### config.mk
export PLATFORM = sky130hd
export DESIGN_NAME = fetch_unit_flat
export DESIGN_NICKNAME = d
export VERILOG_FILES = /design/src/rtl/fetch_unit_pkg.sv /design/src/rtl/fetch_unit_if.sv /design/src/rtl/fetch_unit_queue.sv /design/src/rtl/fetch_unit.sv /design/src/flat_wrapper.sv
export SDC_FILE = /design/constraint.sdc
export NUM_CORES = 1
export LEC_CHECK = 0
export BUFFER_PORTS_ARGS = -buffer_cell sky130_fd_sc_hd__buf_2
export CAP_MARGIN = 15
export CORE_ASPECT_RATIO = 1.75
export CORE_UTILIZATION = 39
export CTS_BUF_LIST = sky130_fd_sc_hd__clkbuf_4 sky130_fd_sc_hd__clkbuf_8
export DETAILED_ROUTE_END_ITERATION = 7
export GPL_ROUTABILITY_DRIVEN = 0
export SLEW_MARGIN = 20
export SYNTH_ARGS = -nofsm -noshare
export SYNTH_HDL_FRONTEND = slang
export SYNTH_SLANG_ARGS = --single-unit
### constraint.sdc
create_clock -name clk -period 4.5 [get_ports clk]
set_input_delay 0.9 -clock clk [delete_from_list [all_inputs] [get_ports clk]]
set_output_delay 0.9 -clock clk [all_outputs]
set_load 0.03 [all_outputs]
### src/rtl/fetch_unit_pkg.sv
// Shared types and helpers for the instruction-fetch front end.
package definitions;

  typedef enum logic {
    FETCH_IDLE = 1'b0,
    FETCH_RUN  = 1'b1
  } fetch_state_t;

  localparam int DEFAULT_INSTRUCTION_WIDTH = 32;
  localparam int DEFAULT_ADDR_WIDTH        = 32;
  localparam int DEFAULT_QUEUE_DEPTH       = 4;

  // Counters must be able to hold the value QUEUE_DEPTH itself.
  function automatic int counterWidth(input int depth);
    return $clog2(depth + 1);
  endfunction

endpackage

### src/rtl/fetch_unit_if.sv
// Fetch-unit bus: IRAM request/response channel, decode handshake and redirect.
interface fetch_unit_if #(
  parameter int ADDR_WIDTH        = 32,
  parameter int INSTRUCTION_WIDTH = 32
);
  // Valid/ready rule: a transfer happens in exactly the cycles where both
  // imemReq&&imemGnt (request) or instrValid&&instrReady (decode) are high;
  // the sender holds its payload stable until then, and valid never waits on ready.
  logic                         imemReq;
  logic [ADDR_WIDTH-1:0]        imemAddr;
  logic                         imemGnt;
  logic                         imemRValid;
  logic [INSTRUCTION_WIDTH-1:0] imemRData;
  logic                         redirect;
  logic [ADDR_WIDTH-1:0]        redirectAddr;
  logic                         instrValid;
  logic                         instrReady;
  logic [INSTRUCTION_WIDTH-1:0] instrOut;
  logic [ADDR_WIDTH-1:0]        pcOut;

  modport master (
    output imemReq, imemAddr, instrValid, instrOut, pcOut,
    input  imemGnt, imemRValid, imemRData, redirect, redirectAddr, instrReady
  );

  modport slave (
    input  imemReq, imemAddr, instrValid, instrOut, pcOut,
    output imemGnt, imemRValid, imemRData, redirect, redirectAddr, instrReady
  );
endinterface

### src/rtl/fetch_unit_queue.sv
// Synchronous FIFO of {pc, instr} entries; the head holds its last value while empty.
module fetch_queue import definitions::*; #(
  parameter int QUEUE_DEPTH = DEFAULT_QUEUE_DEPTH,
  parameter int ENTRY_WIDTH = 64
) (
  input  logic                                  clk,
  input  logic                                  rst,
  input  logic                                  push,
  input  logic                                  pop,
  input  logic                                  flush,
  input  logic [ENTRY_WIDTH-1:0]                pushData,
  output logic [ENTRY_WIDTH-1:0]                headData,
  output logic [counterWidth(QUEUE_DEPTH)-1:0]  count,
  output logic                                  empty
);
  localparam int PtrW = $clog2(QUEUE_DEPTH);
  localparam int CntW = counterWidth(QUEUE_DEPTH);

  logic [ENTRY_WIDTH-1:0] mem [QUEUE_DEPTH];
  logic [PtrW-1:0]        rdPtr;
  logic [PtrW-1:0]        wrPtr;
  logic [ENTRY_WIDTH-1:0] lastHead;
  logic                   doPop;
  logic                   doPush;

  assign empty    = (count == '0);
  assign doPop    = pop && !empty;
  assign doPush   = push && ((count != CntW'(QUEUE_DEPTH)) || doPop);
  assign headData = empty ? lastHead : mem[rdPtr];

  always_ff @(posedge clk) begin
    if (rst) begin
      rdPtr    <= '0;
      wrPtr    <= '0;
      count    <= '0;
      lastHead <= '0;
    end else begin
      // Track what is being shown so an emptied queue keeps presenting it.
      if (!empty) lastHead <= mem[rdPtr];
      if (flush) begin
        rdPtr <= '0;
        wrPtr <= '0;
        count <= '0;
      end else begin
        if (doPush) wrPtr <= wrPtr + PtrW'(1);
        if (doPop)  rdPtr <= rdPtr + PtrW'(1);
        count <= count + CntW'(doPush) - CntW'(doPop);
      end
    end
  end

  always_ff @(posedge clk) begin
    if (doPush && !flush) mem[wrPtr] <= pushData;
  end

endmodule

### src/rtl/fetch_unit.sv
// Decoupled instruction fetch: pipelined IRAM requests, credit-limited queue, redirect flush.
module fetch_unit import definitions::*; #(
  parameter int                    INSTRUCTION_WIDTH = DEFAULT_INSTRUCTION_WIDTH,
  parameter int                    ADDR_WIDTH        = DEFAULT_ADDR_WIDTH,
  parameter int                    QUEUE_DEPTH       = DEFAULT_QUEUE_DEPTH,
  parameter logic [ADDR_WIDTH-1:0] RESET_PC          = '0
) (
  input  logic                                  clk,
  input  logic                                  rst,
  input  logic                                  startProcess,
  input  logic                                  halt,
  fetch_unit_if.master                          bus,
  output fetch_state_t                          dbgState,
  output logic [counterWidth(QUEUE_DEPTH)-1:0]  dbgCount,
  output logic [counterWidth(QUEUE_DEPTH)-1:0]  dbgOutstanding
);
  localparam int CntW = counterWidth(QUEUE_DEPTH);

  fetch_state_t          state;
  fetch_state_t          stateNext;
  logic [ADDR_WIDTH-1:0] fetchPc;
  logic [ADDR_WIDTH-1:0] respPc;
  logic [ADDR_WIDTH-1:0] redirectPc;
  logic [CntW-1:0]       outstanding;
  logic [CntW-1:0]       dropCount;
  logic [CntW-1:0]       count;
  logic [CntW:0]         inUse;
  logic                  queueEmpty;
  logic                  grant;
  logic                  respKeep;
  logic                  pop;
  logic [ADDR_WIDTH+INSTRUCTION_WIDTH-1:0] headEntry;

  always_ff @(posedge clk) begin
    if (rst) state <= FETCH_IDLE;
    else     state <= stateNext;
  end

  // Credit check uses only registered counters, so instrReady never reaches imemReq.
  always_comb begin
    stateNext   = state;
    bus.imemReq = 1'b0;
    case (state)
      FETCH_IDLE: if (startProcess) stateNext = FETCH_RUN;
      FETCH_RUN:  bus.imemReq = !halt && !bus.redirect
                                && (inUse < (CntW+1)'(QUEUE_DEPTH));
      default:    stateNext = FETCH_IDLE;
    endcase
  end

  assign inUse      = {1'b0, count} + {1'b0, outstanding};
  assign grant      = bus.imemReq && bus.imemGnt;
  assign redirectPc = {bus.redirectAddr[ADDR_WIDTH-1:2], 2'b00};
  assign respKeep   = bus.imemRValid && (dropCount == '0) && !bus.redirect;
  assign pop        = bus.instrValid && bus.instrReady && !bus.redirect;

  always_ff @(posedge clk) begin
    if (rst) begin
      fetchPc     <= RESET_PC;
      respPc      <= RESET_PC;
      outstanding <= '0;
      dropCount   <= '0;
    end else begin
      outstanding <= outstanding + CntW'(grant) - CntW'(bus.imemRValid);
      if (bus.redirect) begin
        fetchPc   <= redirectPc;
        respPc    <= redirectPc;
        // A response landing in the redirect cycle is discarded right now.
        dropCount <= outstanding - CntW'(bus.imemRValid);
      end else begin
        if (grant) fetchPc <= fetchPc + ADDR_WIDTH'(4);
        if (respKeep)             respPc    <= respPc + ADDR_WIDTH'(4);
        else if (bus.imemRValid)  dropCount <= dropCount - CntW'(1);
      end
    end
  end

  fetch_queue #(
    .QUEUE_DEPTH(QUEUE_DEPTH),
    .ENTRY_WIDTH(ADDR_WIDTH + INSTRUCTION_WIDTH)
  ) queue (
    .clk      (clk),
    .rst      (rst),
    .push     (respKeep),
    .pop      (pop),
    .flush    (bus.redirect),
    .pushData ({respPc, bus.imemRData}),
    .headData (headEntry),
    .count    (count),
    .empty    (queueEmpty)
  );

  assign bus.imemAddr              = fetchPc;
  assign bus.instrValid            = !queueEmpty;
  assign {bus.pcOut, bus.instrOut} = headEntry;

  assign dbgState       = state;
  assign dbgCount       = count;
  assign dbgOutstanding = outstanding;

endmodule

### src/flat_wrapper.sv
// flat-port wrapper written by rule: the top's interface ports become plain ports
module fetch_unit_flat import definitions::*;
#(
  parameter int                    INSTRUCTION_WIDTH = DEFAULT_INSTRUCTION_WIDTH,
  parameter int                    ADDR_WIDTH        = DEFAULT_ADDR_WIDTH,
  parameter int                    QUEUE_DEPTH       = DEFAULT_QUEUE_DEPTH,
  parameter logic [ADDR_WIDTH-1:0] RESET_PC          = '0
)
  (clk, rst, startProcess, halt, dbgState, dbgCount, dbgOutstanding, bus_imemReq, bus_imemAddr, bus_instrValid, bus_instrOut, bus_pcOut, bus_imemGnt, bus_imemRValid, bus_imemRData, bus_redirect, bus_redirectAddr, bus_instrReady);
  fetch_unit_if #(.ADDR_WIDTH(ADDR_WIDTH), .INSTRUCTION_WIDTH(INSTRUCTION_WIDTH)) bus_i ();
  input  logic clk;
  input  logic rst;
  input  logic startProcess;
  input  logic halt;
  output fetch_state_t dbgState;
  output logic [counterWidth(QUEUE_DEPTH)-1:0] dbgCount;
  output logic [counterWidth(QUEUE_DEPTH)-1:0] dbgOutstanding;
  output wire logic [$bits(bus_i.imemReq)-1:0] bus_imemReq;
  output wire logic [$bits(bus_i.imemAddr)-1:0] bus_imemAddr;
  output wire logic [$bits(bus_i.instrValid)-1:0] bus_instrValid;
  output wire logic [$bits(bus_i.instrOut)-1:0] bus_instrOut;
  output wire logic [$bits(bus_i.pcOut)-1:0] bus_pcOut;
  input wire logic [$bits(bus_i.imemGnt)-1:0] bus_imemGnt;
  input wire logic [$bits(bus_i.imemRValid)-1:0] bus_imemRValid;
  input wire logic [$bits(bus_i.imemRData)-1:0] bus_imemRData;
  input wire logic [$bits(bus_i.redirect)-1:0] bus_redirect;
  input wire logic [$bits(bus_i.redirectAddr)-1:0] bus_redirectAddr;
  input wire logic [$bits(bus_i.instrReady)-1:0] bus_instrReady;
  assign bus_imemReq = bus_i.imemReq;
  assign bus_imemAddr = bus_i.imemAddr;
  assign bus_instrValid = bus_i.instrValid;
  assign bus_instrOut = bus_i.instrOut;
  assign bus_pcOut = bus_i.pcOut;
  assign bus_i.imemGnt = bus_imemGnt;
  assign bus_i.imemRValid = bus_imemRValid;
  assign bus_i.imemRData = bus_imemRData;
  assign bus_i.redirect = bus_redirect;
  assign bus_i.redirectAddr = bus_redirectAddr;
  assign bus_i.instrReady = bus_instrReady;
  fetch_unit #(.INSTRUCTION_WIDTH(INSTRUCTION_WIDTH), .ADDR_WIDTH(ADDR_WIDTH), .QUEUE_DEPTH(QUEUE_DEPTH), .RESET_PC(RESET_PC)) u_core (.clk(clk), .rst(rst), .startProcess(startProcess), .halt(halt), .bus(bus_i), .dbgState(dbgState), .dbgCount(dbgCount), .dbgOutstanding(dbgOutstanding));
endmodule
# Yosys cells after proc, flatten, opt, wreduce, memory -nomap -nowiden
# Memory sizes are Yosys's and may differ from the RTL's. A register that Yosys moved wholly into a read port is not among the register bits.
# Cells that the tools add are included.
[word_totals] out_inout_bits=105 mem_count=1 register_bits=142 inputBits=72 mem_bits_rw=256 word_cells=62
[op_classes] reduce_logical=21 addsub=11 eq_ne=2 magnitude_cmp=1 muxes=15
[mem_list] name="u_core.queue.mem" words=4 word_bits=64 rd=1 rd_ports_with_merged_regs=1 wr=1 line_no="fetch_unit_queue.sv:19" rtl="logic [ENTRY_WIDTH-1:0] mem [QUEUE_DEPTH];"
[ops] op="$mux W32" count=4
[ops] op="$add A32 B3 Y32 const B" count=2
[ops] op="$mux W64" count=1
[ops] op="$logic_and A1 B1 Y1" count=10
[ops] op="$mux W3" count=3
[ops] op="$sub A3 B1 Y3" count=3
[ops] op="$add A3 B1 Y3" count=2
[ops] op="$logic_not A3 Y1" count=2
[ops] op="$reduce_bool A2 Y1" count=3
[ops] op="$mux W1" count=5
[ops] op="$add A2 B1 Y2 const B" count=2
[ops] op="$add A3 B3 Y4" count=1
[ops] op="$lt A4 B3 Y1 const B" count=1
[ops] op="$mux W2" count=2
[ops] op="$logic_not A1 Y1" count=3
[ops] op="$ne A3 B3 Y1 const B" count=1
[ops] op="$sub A3 B1 Y3 const B" count=1
[ops] op="$ne A2 B2 Y1 const B" count=1
[ops] op="$reduce_and A2 Y1" count=1
[ops] op="$reduce_or A2 Y1" count=1
[ops] op="$logic_or A1 B1 Y1" count=1

# Depth between registers and ports, before layout
# Gate-level depths: netlist of run 1.
[logic_depth] depth_word=10 depth_mapped=13 ltp_nobuf=13

# Cells and area by module
# Synthesis of run 1 repeated with hierarchy kept, for this count alone.
[unflattened] cells_unflattened=1081 hier_area_um2=16100.4
[by_module_without_submodules] mod="fetch_queue" instances=1 cells_per_inst=593 area_per_inst_um2=12189.2 seq_area_each_um2=9148.8
[by_module_without_submodules] mod="fetch_unit" instances=1 cells_per_inst=488 area_per_inst_um2=3911.3 seq_area_each_um2=1341.3

# Least setup slack after synthesis of run 1
# OpenSTA, ideal clock, no wires.
[synth_path] kind="input to register" from="in bus_imemRValid" to="mem u_core.queue.mem[1][0] (enable)" required_time_ns=4.074 setup_time_ns=0.426 stages=4 n_path_buf=1 slack_ns=0.758 t_arrival_ns=3.316 path_cell_list="clkbuf_2 nand3b_1 nor3_1 and2_1"
[synth_between] elab_chain_len=6
[synth_rtl] element="start, declared" line_no="flat_wrapper.sv:24" rtl="input wire logic [$bits(bus_i.imemRValid)-1:0] bus_imemRValid;"
[synth_rtl] element="$logic_and A1 B1 Y1 (2 in a row)" line_no="fetch_unit.sv:54" rtl="assign respKeep = bus.imemRValid && (dropCount == '0) && !bus.redirect;"
[synth_rtl] element="$logic_and A1 B1 Y1" line_no="fetch_unit_queue.sv:28" rtl="assign doPush = push && ((count != CntW'(QUEUE_DEPTH)) || doPop);"
[synth_rtl] element="$logic_and A1 B1 Y1" line_no="fetch_unit_queue.sv:53" rtl="if (doPush && !flush) mem[wrPtr] <= pushData;"
[synth_rtl] element="$mux W1" line_no="fetch_unit_queue.sv:53"
[synth_rtl] element="$mux W1 (not written as such)" line_no="fetch_unit_queue.sv:53"
[synth_rtl] element="end, declared" line_no="fetch_unit_queue.sv:19"
# Every way passes these cells.

==> results of run 1 <==
power groups by stage:
stage	sequential [uW]	clock [uW]	combinational, uW
global route	4000	3240	677
detailed placement	4060	0	632
finish	3990	2990	622
global placement	4060	0	623
CTS	3990	3090	635
floorplan	4080	0	395
metrics by stage:
stage	instance area (um^2)	worst slack [ns]	hold WS [ns]
floorplan	15600	0.758	0.459
global placement	17000	1.35	0.474
detailed placement	17000	1.36	0.480
CTS	18200	0.709	0.444
global route	18200	0.642	0.472
finish	18200	0.845	0.494
worst max-delay path by stage:
stage	from	cells after the start	to
detailed placement	bus_imemRValid	13	u_core.queue.count[2]
global route	flop	4	bus_pcOut[20]
finish	flop	4	bus_instrOut[6]
floorplan	bus_imemRValid	4	u_core.queue.mem[1][0]
global placement	bus_imemRValid	13	u_core.queue.count[2]
CTS	flop	4	bus_instrOut[6]
area by class of cell:
| cell class | instances | area [um^2] |
|---|---|---|
| clock inverter | 27 | 228 |
| clock buffer | 80 | 1000 |
| sequential | 388 | 10300 |
| tap | 490 | 613 |
| timing repair buffer | 186 | 1030 |
| fill | 3498 | 21000 |
| multi-input combinational | 566 | 5000 |
| antenna | 1 | 2.50 |
| inverter | 28 | 106 |
critical path: stages, from the launching register on:
cell     delay, ns
dfxtp_4       0.69
buf_4         0.40
mux4_2        0.54
mux2_2        0.30
buf_2         0.18
routing by layer:
metal	vias up	track usage, %	wire length [um]
li1	4305	-	-
met1	4538	17.6	12800
met2	228	31.6	18100
met3	61	2.68	1350
met4	0	6.14	836
met5	-	0	0
cells by family after synthesis:
| kind of cell | synth area share [%] |
|---|---|
| xor gates and xnor gates | 2.19 |
| and+or+nand+nor | 9.60 |
| muxes | 13.8 |
| other | 0.0241 |
| AOI/OAI and AO/OA | 4.85 |
| buffers and inverters | 2.30 |
| DFF | 65.7 |
| adders and majority gates | 1.54 |
cell usage after synthesis, types with 16 or more instances:
cell type,number
clkbuf_1,37
inv_1,25
xnor2_1,28
nor3_1,18
nand2_1,33
dfxtp_1,140
edfxtp_1,248
mux2_2,63
nor2_1,45
nor2b_1,66
nand3_1,21
o21ai_0,17
mux4_2,62
a21oi_1,30
ha_1,16
registers in the layout, summed over array words and instances (netlist names), named ones only:
signal / flops
u_core.queue.wrPtr: 2
u_core.queue.lastHead: 64
u_core.bus.imemAddr: 30
u_core.dropCount: 3
u_core.queue.count: 3
u_core.respPc: 30
u_core.queue.rdPtr: 2
u_core.queue.mem: 248
u_core.dbgState: 1
u_core.dbgOutstanding: 3
==> key figures, run 1 <==
Status
  • Status: finished, final reports clean

Worst hold path
  • Launch point of the worst hold path: startProcess
  • Count of cells along the worst hold path: 3
  • Worst Hold Endpoint: u_core.dbgState
  • Kind of path behind the tightest hold check: input pin to flop

Detailed routing
  • Antenna Violating Nets Remaining: 0
  • DRC violation total after the first TritonRoute iteration: 425
  • 1st-pass router iterations: 5
  • Vias after detailed routing: 9,132
  • Ratio of routed vias to standard cells: between 5 and 6
  • Wire length after detailed routing: 33.1 mm
  • DRC: 0
  • Routed len/inst: between 15 and 20 um

GRT
  • Initial antenna violation count: 1
  • Total global routing overflow: 0
  • Number of global-route vias before repair: 9,526
  • Global-route usage over all layers: between 10% and 20%
  • Largest net degree at the start of global routing: 66
  • Global-route wire length before repair: 51.6 mm

STA
  • Final worst path period share: 81.2%
  • Worst slew margin: 32.5%
  • Accumulated negative setup slack: 0 ns
  • Hold Violations, Final: 0
  • Final-report max-slew violation count: 0
  • Setup Viol. Count Final: 0
  • Measured slew at the worst slew-check pin: 1.01 ns
  • Setup skew after layout: 0.0267 ns
  • Maximum clock rate: 274 MHz
  • Period minus WS final: 3.65 ns
  • Setup repair after global routing missed its margin: no

Setup path
  • Crit end category: output port
  • Worst setup path class: flop to output port
  • Worst R2R End: u_core.queue.count[2]
  • Data required, critical path: between 3 and 4 ns
  • Critical path data arrival time: 2.75 ns
  • Maximum fanout along the worst path: 25
  • Number of cells on the worst reg-to-reg path: 12
  • R2R Path Start: u_core.queue.count[1]
  • Setup crit start kind: flop
  • Setup slack of the worst register-to-register path: approximately 1.5 ns

Finish
  • Utilization of the core after routing: a little under half
  • Fraction of layout cells with a size suffix above 1: approximately a third
  • Signed area change from the synthesized netlist to the final layout: 17.0%
  • Final layout net count: 1,317
  • Leading cell types in the layout, fill and taps excluded: edfxtp_1, buf_2, dfxtp_1, nor2b_1, clkbuf_8
  • Non-filler cells in the finished layout: between 1,500 and 2,000
  • Most frequent standard cell in the layout excluding fill and tap cells: edfxtp_1

Clock network
  • Number of levels the H-tree was split into: 2
  • Buffer count from post-CTS setup fixing: 0
  • TritonCTS clock tree: yes
  • Hold bufs inserted after CTS: 0
  • Cts bufs inserted: 57
  • Buffer depth of the longest clock path: 3
  • Number of clock sinks: 388
  • Number of gates resized after cts: 0
  • Root Buffer: clkbuf_8
  • Clock insertion delay at the later pin of the skew report: ~0.61 ns
  • Clock transition at the register clock pins on the worst setup and hold paths after CTS: 0.07 ns

Power and ir drop
  • Share of total power in sequential cells: between 50% and 60%
  • Power, Total: 7590 uW
  • Pwr per Cell Area: 416 nW/um^2
  • Peak ir drop on the vdd network: 0.207 mV
  • Leakage: 0.00661 uW
  • Combinational share of power: between 8 and 9%
  • P_int: 5770 uW
  • Net switching fraction of the power: about a quarter
  • Proportion of power drawn by the clock network: 39.3%
  • NetSw: 1830 uW

Synth
  • Part of the Yosys area used for sequential elements: 65.7%
  • Cells after synthesis: 1,039
  • Post-synthesis sequential element count: 388
  • Area contributors post-synth: edfxtp_1, dfxtp_1, mux4_2
  • Yosys top cell area share: 47.8%
  • Yosys warnings: 0
  • Yosys top cell by area: edfxtp_1
  • Most used DFF post-synth: edfxtp_1
  • Average cell area after synthesis: around 15 um^2
  • Number of synthesized flops with an enable pin: 248
  • Async set-or-reset flop fraction in the synthesized netlist: 0%
  • Distinct cell type count after synthesis: 62
  • Total standard cell area after synthesis: approximately 16,000 um^2

Floorplan
  • Overall die height: 267 um
  • Area enclosed by the die boundary: 40,800 um^2
  • Rows: 96
  • Starting density of the core: 39.7%
  • Placeable Area: approximately 39,000 um^2
  • Top-Level Pins: 177
  • Die span in x: approximately 150 um

Placement
  • Placed wire-length estimate: 20.7 mm
  • Port Buf Inserts: 172
  • Placed insts: 1,658

Run
  • Max-cap violations: 0
(Power assumes the default switching activity.)
==> run 2, diff against run 1 <==
ABC_AREA = 1   (was unset)
clock period = 3.5 ns   (was 4.5 ns; I/O delays follow)
==> run 2 against run 1 <==
Design area rose by 6.8%. Sequential power rose by 29%. Sequential share of layout area shrank 3.6 points. First-iteration DRC count is 70% higher. Sequential cell count unchanged. Clock-buffer cell count increased by 2. Clock skew up 0.0052 ns. Final cell count rose by 43%. Power rose by 33%. Synthesized cell count rose by 67%. Die area up 6.4%. Highest routed layer unchanged.
==> key figures, run 2 <==
Setup path
  • Worst setup path class: flop to output port (unchanged)
  • Critical path buffers and inverters: 2 (unchanged)
  • Setup crit start kind: flop (unchanged)
  • Data required, critical path: 2.80 ns (was 3.60 ns)
  • Critical path data arrival time: 2.51 ns (was 2.75 ns)
  • Crit-path cells: buf_12 > o32ai_1 > nand2_1 > nand2_1 > buf_2 (was buf_4 > mux4_2 > mux2_2 > buf_2)
  • Cell mode on critical path: nand2_1
  • Max stage delay cell, worst path: o32ai_1 (was dfxtp_4)
  • Largest incremental delay on the critical path: 0.69 ns (about the same)
  • Maximum fanout along the worst path: 39 (was 25)
  • CP delay by family, top: compound AO/OA/AOI/OAI gates (was multiplexers)
  • Crit end category: output port (unchanged)

GRT
  • Largest net degree at the start of global routing: 91 (was 66)
  • Global-route wire length before repair: 65.9 mm (was 51.6 mm)
  • Initial antenna violation count: 4 (was 1)
  • Global-route usage over all layers: 19.8% (was 16.4%)
  • Number of global-route vias before repair: 12,700 (was 9,526)
  • Total global routing overflow: 0 (unchanged)

Synth
  • Number of synthesized flops with an enable pin: 248 (unchanged)
  • Yosys warnings: 0 (unchanged)
  • Yosys top cell area share: 44.9% (was 47.8%)
  • Most used DFF post-synth: edfxtp_1 (unchanged)
  • Yosys top cell by area: edfxtp_1 (unchanged)
  • Synthesized-area fraction occupied by ao, oa, aoi and oai cells: 11.1% (was 4.85%)
  • Average cell area after synthesis: 9.58 um^2 (was 15.0 um^2)
  • Post-synthesis sequential element count: 388 (unchanged)
  • List of most frequent post-synthesis cells: nand2_1, nor2_1, edfxtp_1 (was edfxtp_1, dfxtp_1, nor2b_1)
  • Area contributors post-synth: edfxtp_1, dfxtp_1, nand2_1 (was edfxtp_1, dfxtp_1, mux4_2)
  • Total standard cell area after synthesis: 16,600 um^2 (was 15,600 um^2)
  • Xor and xnor fraction of the mapped netlist area: 1.21% (was 2.19%)
  • Post-synthesis share of cell area spent on and, or, nand and nor gates: 19.6% (was 9.60%)
  • Part of the Yosys area used for sequential elements: 61.7% (was 65.7%)
  • Cells after synthesis: 1,732 (was 1,039)
  • Share of cell area taken by muxes after synthesis: 0% (was 13.8%)
  • Dominant combinational cell family by area after synthesis: simple AND/OR/NAND/NOR gates (was multiplexers)
  • Cell with the most instances after synthesis: nand2_1 (was edfxtp_1)
  • Adder-cell share of the synthesized area: 1.45% (was 1.54%)
  • Async set-or-reset flop fraction in the synthesized netlist: 0% (unchanged)
  • Distinct cell type count after synthesis: 39 (was 62)

Finish
  • Registers with the most flip-flops: u_core.queue.mem: 248 flops, u_core.queue.lastHead: 64 flops (unchanged)
  • Max reg flops: 248 (unchanged)
  • Leading cell types in the layout, fill and taps excluded: nand2_1, nor2_1, edfxtp_1, buf_2, dfxtp_1 (was edfxtp_1, buf_2, dfxtp_1, nor2b_1, clkbuf_8)
  • Storage element area: 10,300 um^2 (unchanged)
  • Fraction of layout cells with a size suffix above 1: 17.7% (was 34.4%)
  • Most frequent standard cell in the layout excluding fill and tap cells: nand2_1 (was edfxtp_1)
  • Finished Cell Area: 19,500 um^2 (was 18,200 um^2)
  • Multi-input logic area: 5580 um^2 (was 5000 um^2)
  • Final layout net count: 2,002 (was 1,317)
  • Fill cell instance count of the final layout: 4,013 (was 3,498)
  • Non-filler cells in the finished layout: 2,520 (was 1,766)
  • Most flops, register: u_core.queue.mem (unchanged)
  • Signed area change from the synthesized netlist to the final layout: 17.3% (was 17.0%)

STA
  • Final worst path period share: about nine tenths
  • Measured slew at the worst slew-check pin: 0.735 ns (was 1.01 ns)
  • Maximum clock rate: between 300 and 400 MHz
  • Worst slew margin: 50.8% (was 32.5%)
  • Hold Violations, Final: 0 (unchanged)
  • Accumulated negative setup slack: 0 ns (unchanged)
  • Final-report max-slew violation count: 0 (unchanged)
  • Hold Slack: 0.296 ns (was 0.494 ns)
  • Setup repair after global routing missed its margin: no (unchanged)
  • Setup Viol. Count Final: 0 (unchanged)
  • Setup skew after layout: 0.0318 ns (was 0.0267 ns)
  • Period minus WS final: 3.21 ns

Clock network
  • Number of gates resized after cts: 0 (unchanged)
  • Buffer depth of the longest clock path: 3 (unchanged)
  • Number of clock sinks: 388 (unchanged)
  • TritonCTS clock tree: yes (unchanged)
  • Cts bufs inserted: 57 (unchanged)
  • Clock insertion delay at the later pin of the skew report: 0.61 ns (about the same)
  • Root Buffer: clkbuf_8 (unchanged)
  • Number of levels the H-tree was split into: 2 (unchanged)
  • Clock transition at the register clock pins on the worst setup and hold paths after CTS: 0.07 ns (about the same)

Floorplan
  • Rows: 99 (was 96)
  • Placeable Area: 41,900 um^2 (was 39,300 um^2)
  • Top-Level Pins: 177 (unchanged)
  • Overall die height: 275 um (was 267 um)
  • Die span in x: 158 um (was 153 um)
  • Area enclosed by the die boundary: 43,400 um^2 (was 40,800 um^2)
  • Starting density of the core: 39.7% (about the same)

Placement
  • Port Buf Inserts: 172 (unchanged)
  • Placed wire-length estimate: 27.7 mm (was 20.7 mm)
  • Placed insts: 2,407 (was 1,658)
  • Placed inst area: 18,100 um^2 (was 17,000 um^2)

Detailed routing
  • Vias after detailed routing: 12,900 (was 9,132)
  • 1st-pass router iterations: 5 (unchanged)
  • Wire length after detailed routing: 42.8 mm (was 33.1 mm)
  • DRC violation total after the first TritonRoute iteration: 724 (was 425)
  • DRC: 0 (unchanged)
  • Antenna Violating Nets Remaining: 0 (unchanged)
  • Ratio of routed vias to standard cells: 5.11 (was 5.17)
  • Routed len/inst: 17.0 um (was 18.7 um)

Run
  • Max-cap violations: 0 (unchanged)

Worst hold path
  • Kind of path behind the tightest hold check: input pin to flop (unchanged)

Status
  • Status: finished, final reports clean (unchanged)

Power and ir drop
  • Pwr per Cell Area: 518 nW/um^2 (was 416 nW/um^2)
  • Leakage: 0.00761 uW (was 0.00661 uW)
  • Peak ir drop on the vdd network: 0.350 mV (was 0.207 mV)
  • Power, Total: 10,100 uW (was 7590 uW)
run 2: timing repair:
action                                  in CTS  in global routing
setup buffers                                0                  1
endpoints found under the setup margin       0                  1
hold buffers                                 0                  0
hold endpoints to repair                     0                  0
run 2: kinds of logic after synthesis:
group | Yosys count
other cells | 1
flops | 388
simple gates | 793
buf+inv | 195
xor+xnor | 23
fa+ha+maj | 18
compound gates | 314
run 2: through the flow:
step | setup slack [ns] | utilization (%)
final | 0.291 | 46.5
after detailed placement | 0.496 | 43.3
after global routing | 0.157 | 46.5
after floorplan | -0.981 | -
after global placement | 0.512 | 43.3
after CTS | 0.148 | 46.4
run 2: cell type report:
type	count	area share, %
repair buffers	203	6.21
flip-flops and latches	388	52.7
clock inverters	25	1.43
clock buffers	82	5.22
well taps	555	3.57
diodes	5	0.0643
inverters	112	2.17
multi-input cells	1150	28.7
run 2: final timing paths:
path / startpoint / endpoint / slack (ns) / cells after the start
worst min-delay path: bus_imemRData[29] / u_core.queue.mem[1][29] / 0.30 / 1
worst max register to register: u_core.dropCount[0] / u_core.queue.count[2] / 0.79 / 15
worst max-delay path: flop / bus_pcOut[10] / 0.29 / 5
worst min register to register: u_core.queue.rdPtr[1] / flop / 0.46 / 2
run 2: per-layer routing:
metal	wire length (um)	global-route usage (%)
met1	16500	21.2
met3	2070	3.02
met2	21800	35.9
met5	0	0
met4	2420	12.1
run 2: where the power goes:
| part | switching (uW) | total [uW] | internal, uW |
|---|---|---|---|
| combinational | 628 | 899 | 271 |
| sequential | 118 | 5130 | 5010 |
| clock | 1740 | 4060 | 2320 |
| total | 2490 | 10100 | 7610 |
run 2: worst register-to-register path, stage by stage (launching register included):
cell and delay [ns]:
dfxtp_1 0.33, inv_1 0.07, ha_1 0.19, nand2_1 0.10
nor2_4 0.04, inv_1 0.19, nor2_4 0.05, nand2_2 0.24
ha_1 0.29, inv_1 0.05, ha_1 0.13, inv_1 0.05
fa_1 0.37, xnor2_1 0.14, or2_2 0.28, a21oi_1 0.12
==> run 3, diff against run 2 <==
--- a/config.mk
+++ b/config.mk
@@ -7,5 +7,4 @@
 export LEC_CHECK = 0
-export ABC_AREA = 1
 export BUFFER_PORTS_ARGS = -buffer_cell sky130_fd_sc_hd__buf_2
-export CAP_MARGIN = 15
+export CAP_MARGIN = 20
 export CORE_ASPECT_RATIO = 1.75
--- a/constraint.sdc
+++ b/constraint.sdc
@@ -3,2 +3,2 @@
 set_output_delay 0.7 -clock clk [all_outputs]
-set_load 0.03 [all_outputs]
+set_load 0.02 [all_outputs]
==> run 3 against run 2 <==
Combinational power fell by 18%. Routed wire length decreased by 22%. Global-route usage is 3.4 points lower. Via count shrank 29%. Utilization increased by 0.26 points. Register-to-register slack better by 0.14 ns. Critical path depth down 1. Worst setup slack lost 0.0046 ns. Critical path type unchanged. Clock skew is 0.0073 ns lower. Highest routed layer unchanged. Largest cell class unchanged.
==> key figures, run 3 (synthesis results as in run 1) <==
Clock network
  • Hold bufs inserted after CTS: 0 (unchanged)
  • Clock transition at the register clock pins on the worst setup and hold paths after CTS: 0.06 ns (was 0.07 ns)
  • Number of gates resized after cts: 0 (unchanged)
  • Number of levels the H-tree was split into: 2 (unchanged)
  • Clock insertion delay at the later pin of the skew report: 0.61 ns (about the same)
  • Root Buffer: clkbuf_8 (unchanged)
  • Buffer depth of the longest clock path: 3 (unchanged)
  • Buffer count from post-CTS setup fixing: 0 (unchanged)
  • TritonCTS clock tree: yes (unchanged)
  • Cts bufs inserted: 57 (unchanged)
  • Number of clock sinks: 388 (unchanged)

GRT
  • Total global routing overflow: 0 (unchanged)
  • Initial antenna violation count: 1 (was 4)
  • Global-route wire length before repair: 51.6 mm (was 65.9 mm)
  • Global-route usage over all layers: 16.4% (was 19.8%)
  • Largest net degree at the start of global routing: 63 (was 91)
  • Number of global-route vias before repair: 9,439 (was 12,700)

STA
  • Measured slew at the worst slew-check pin: 0.806 ns (was 0.735 ns)
  • Worst slew margin: 46.1% (was 50.8%)
  • Setup Viol. Count Final: 0 (unchanged)
  • Accumulated negative setup slack: 0 ns (unchanged)
  • Setup skew after layout: 0.0245 ns (was 0.0318 ns)
  • Setup repair after global routing missed its margin: no (unchanged)
  • Period minus WS final: 3.21 ns (about the same)
  • Final-report max-slew violation count: 0 (unchanged)
  • Final worst path period share: 91.8% (was 91.7%)
  • Hold Violations, Final: 0 (unchanged)
  • Maximum clock rate: 311 MHz (was 312 MHz)

Detailed routing
  • Ratio of routed vias to standard cells: 5.13 (was 5.11)
  • Wire length after detailed routing: 33.2 mm (was 42.8 mm)
  • 1st-pass router iterations: 7 (was 5)
  • Routed len/inst: 18.7 um (was 17.0 um)
  • DRC violation total after the first TritonRoute iteration: 336 (was 724)
  • Antenna Violating Nets Remaining: 0 (unchanged)
  • DRC: 0 (unchanged)
  • Vias after detailed routing: 9,081 (was 12,900)

Placement
  • Placed wire-length estimate: 20.9 mm (was 27.7 mm)
  • Port Buf Inserts: 172 (unchanged)
  • Placed inst area: 17,100 um^2 (was 18,100 um^2)

Setup path
  • Crit-path cells: buf_12 > mux4_2 > mux2_2 > buf_2 (was buf_12 > o32ai_1 > nand2_1 > nand2_1 > buf_2)
  • Crit end category: output port (unchanged)
  • Critical path data arrival time: 2.51 ns (about the same)
  • Maximum fanout along the worst path: 28 (was 39)
  • Largest incremental delay on the critical path: 0.57 ns (was 0.69 ns)
  • Worst setup path class: flop to output port (unchanged)
  • Data required, critical path: 2.80 ns (about the same)
  • Setup crit start kind: flop (unchanged)
  • Max stage delay cell, worst path: dfxtp_4 (was o32ai_1)

Finish
  • Registers with the most flip-flops: u_core.queue.mem: 248 flops, u_core.queue.lastHead: 64 flops (unchanged)
  • Most flops, register: u_core.queue.mem (unchanged)
  • Max reg flops: 248 (unchanged)
  • Fraction of layout cells with a size suffix above 1: 34.6% (was 17.7%)
  • Leading cell types in the layout, fill and taps excluded: edfxtp_1, buf_2, dfxtp_1, nor2b_1, clkbuf_8 (was nand2_1, nor2_1, edfxtp_1, buf_2, dfxtp_1)
  • Fill cell instance count of the final layout: 3,473 (was 4,013)
  • Signed area change from the synthesized netlist to the final layout: 17.8% (was 17.3%)
  • Final layout net count: 1,323 (was 2,002)
  • Storage element area: 10,300 um^2 (unchanged)
  • Most frequent standard cell in the layout excluding fill and tap cells: edfxtp_1 (was nand2_1)
  • Multi-input logic area: 5000 um^2 (was 5580 um^2)
  • Finished Cell Area: 18,400 um^2 (was 19,500 um^2)

Floorplan
  • Rows: 96 (was 99)
  • Overall die height: 267 um (was 275 um)
  • Placeable Area: 39,300 um^2 (was 41,900 um^2)
  • Die span in x: 153 um (was 158 um)
  • Starting density of the core: 39.7% (about the same)
  • Area enclosed by the die boundary: 40,800 um^2 (was 43,400 um^2)
  • Top-Level Pins: 177 (unchanged)

Status
  • Status: finished, final reports clean (unchanged)

Power and ir drop
  • Peak ir drop on the vdd network: 0.294 mV (was 0.350 mV)
  • Pwr per Cell Area: 537 nW/um^2 (was 518 nW/um^2)
  • Leakage: 0.00671 uW (was 0.00761 uW)

Worst hold path
  • Kind of path behind the tightest hold check: input pin to flop (unchanged)

Run
  • Max-cap violations: 0 (unchanged)
-- run 3: cell count changes in the layout (fill, tap and decap cells not counted), moves of 66 or more --
cell,delta
nand2_1,-359
nor2_1,-236
o21ai_0,-94
a21oi_1,-86
inv_1,-82
nor2b_1,+66
-- run 3: power by group --
| part | total [uW] | switching (uW) | internal, uW | leakage, uW |
|---|---|---|---|---|
| combinational | 739 | 423 | 316 | 0.00262 |
| sequential | 5130 | 112 | 5010 | 0.00341 |
| clock | 4000 | 1730 | 2270 | 0.000679 |
-- run 3: final timing paths --
check,end,from,cells after the start,slack [ns]
worst max register to register,u_core.queue.count[2],u_core.dropCount[0],13,0.93
worst min-delay path,u_core.dbgState,startProcess,3,0.29
worst min register to register,u_core.dbgState,u_core.dbgState,2,0.50
worst max-delay path,bus_instrOut[29],flop,4,0.29
-- run 3: through the flow --
stage / instances / setup slack (ns) / hold slack, ns / util [%] / power (uW)
3_5_place_dp: 1664 / 0.625 / 0.483 / 43.5 / 5980
5_1_grt: 1770 / 0.121 / 0.269 / 46.8 / 10200
6_report: 1770 / 0.287 / 0.292 / 46.8 / 9860
4_1_cts: 1769 / 0.160 / 0.229 / 46.8 / 10000
2_1_floorplan: 1040 / 0.558 / 0.459 / - / 5690
3_3_place_gp: 1664 / 0.641 / 0.467 / 43.5 / 5950
-- run 3: final cells by class --
class	instances	area share [%]
diodes	1	0.0136
clock buffers	83	5.64
clock inverters	22	1.27
inverters	28	0.579
multi-input cells	566	27.2
flip-flops and latches	388	55.8
well taps	490	3.34
repair buffers	192	6.13
-- run 3: worst max-delay path: cells and delay by family (launching register included) --
family	cells	cell delay [ns]
multiplexers	2	0.84
buffers and inverters	2	0.49
flip-flops	1	0.57
-- run 3: per-layer routing --
| metal | vias to the layer above | global-route usage [%] | part of all wire, % |
|---|---|---|---|
| li1 | 4317 | - | - |
| met1 | 4469 | 17.9 | 39 |
| met2 | 228 | 31.3 | 54 |
| met3 | 67 | 2.81 | 4.1 |
| met4 | 0 | 6.25 | 2.9 |
| met5 | - | 0 | 0 |
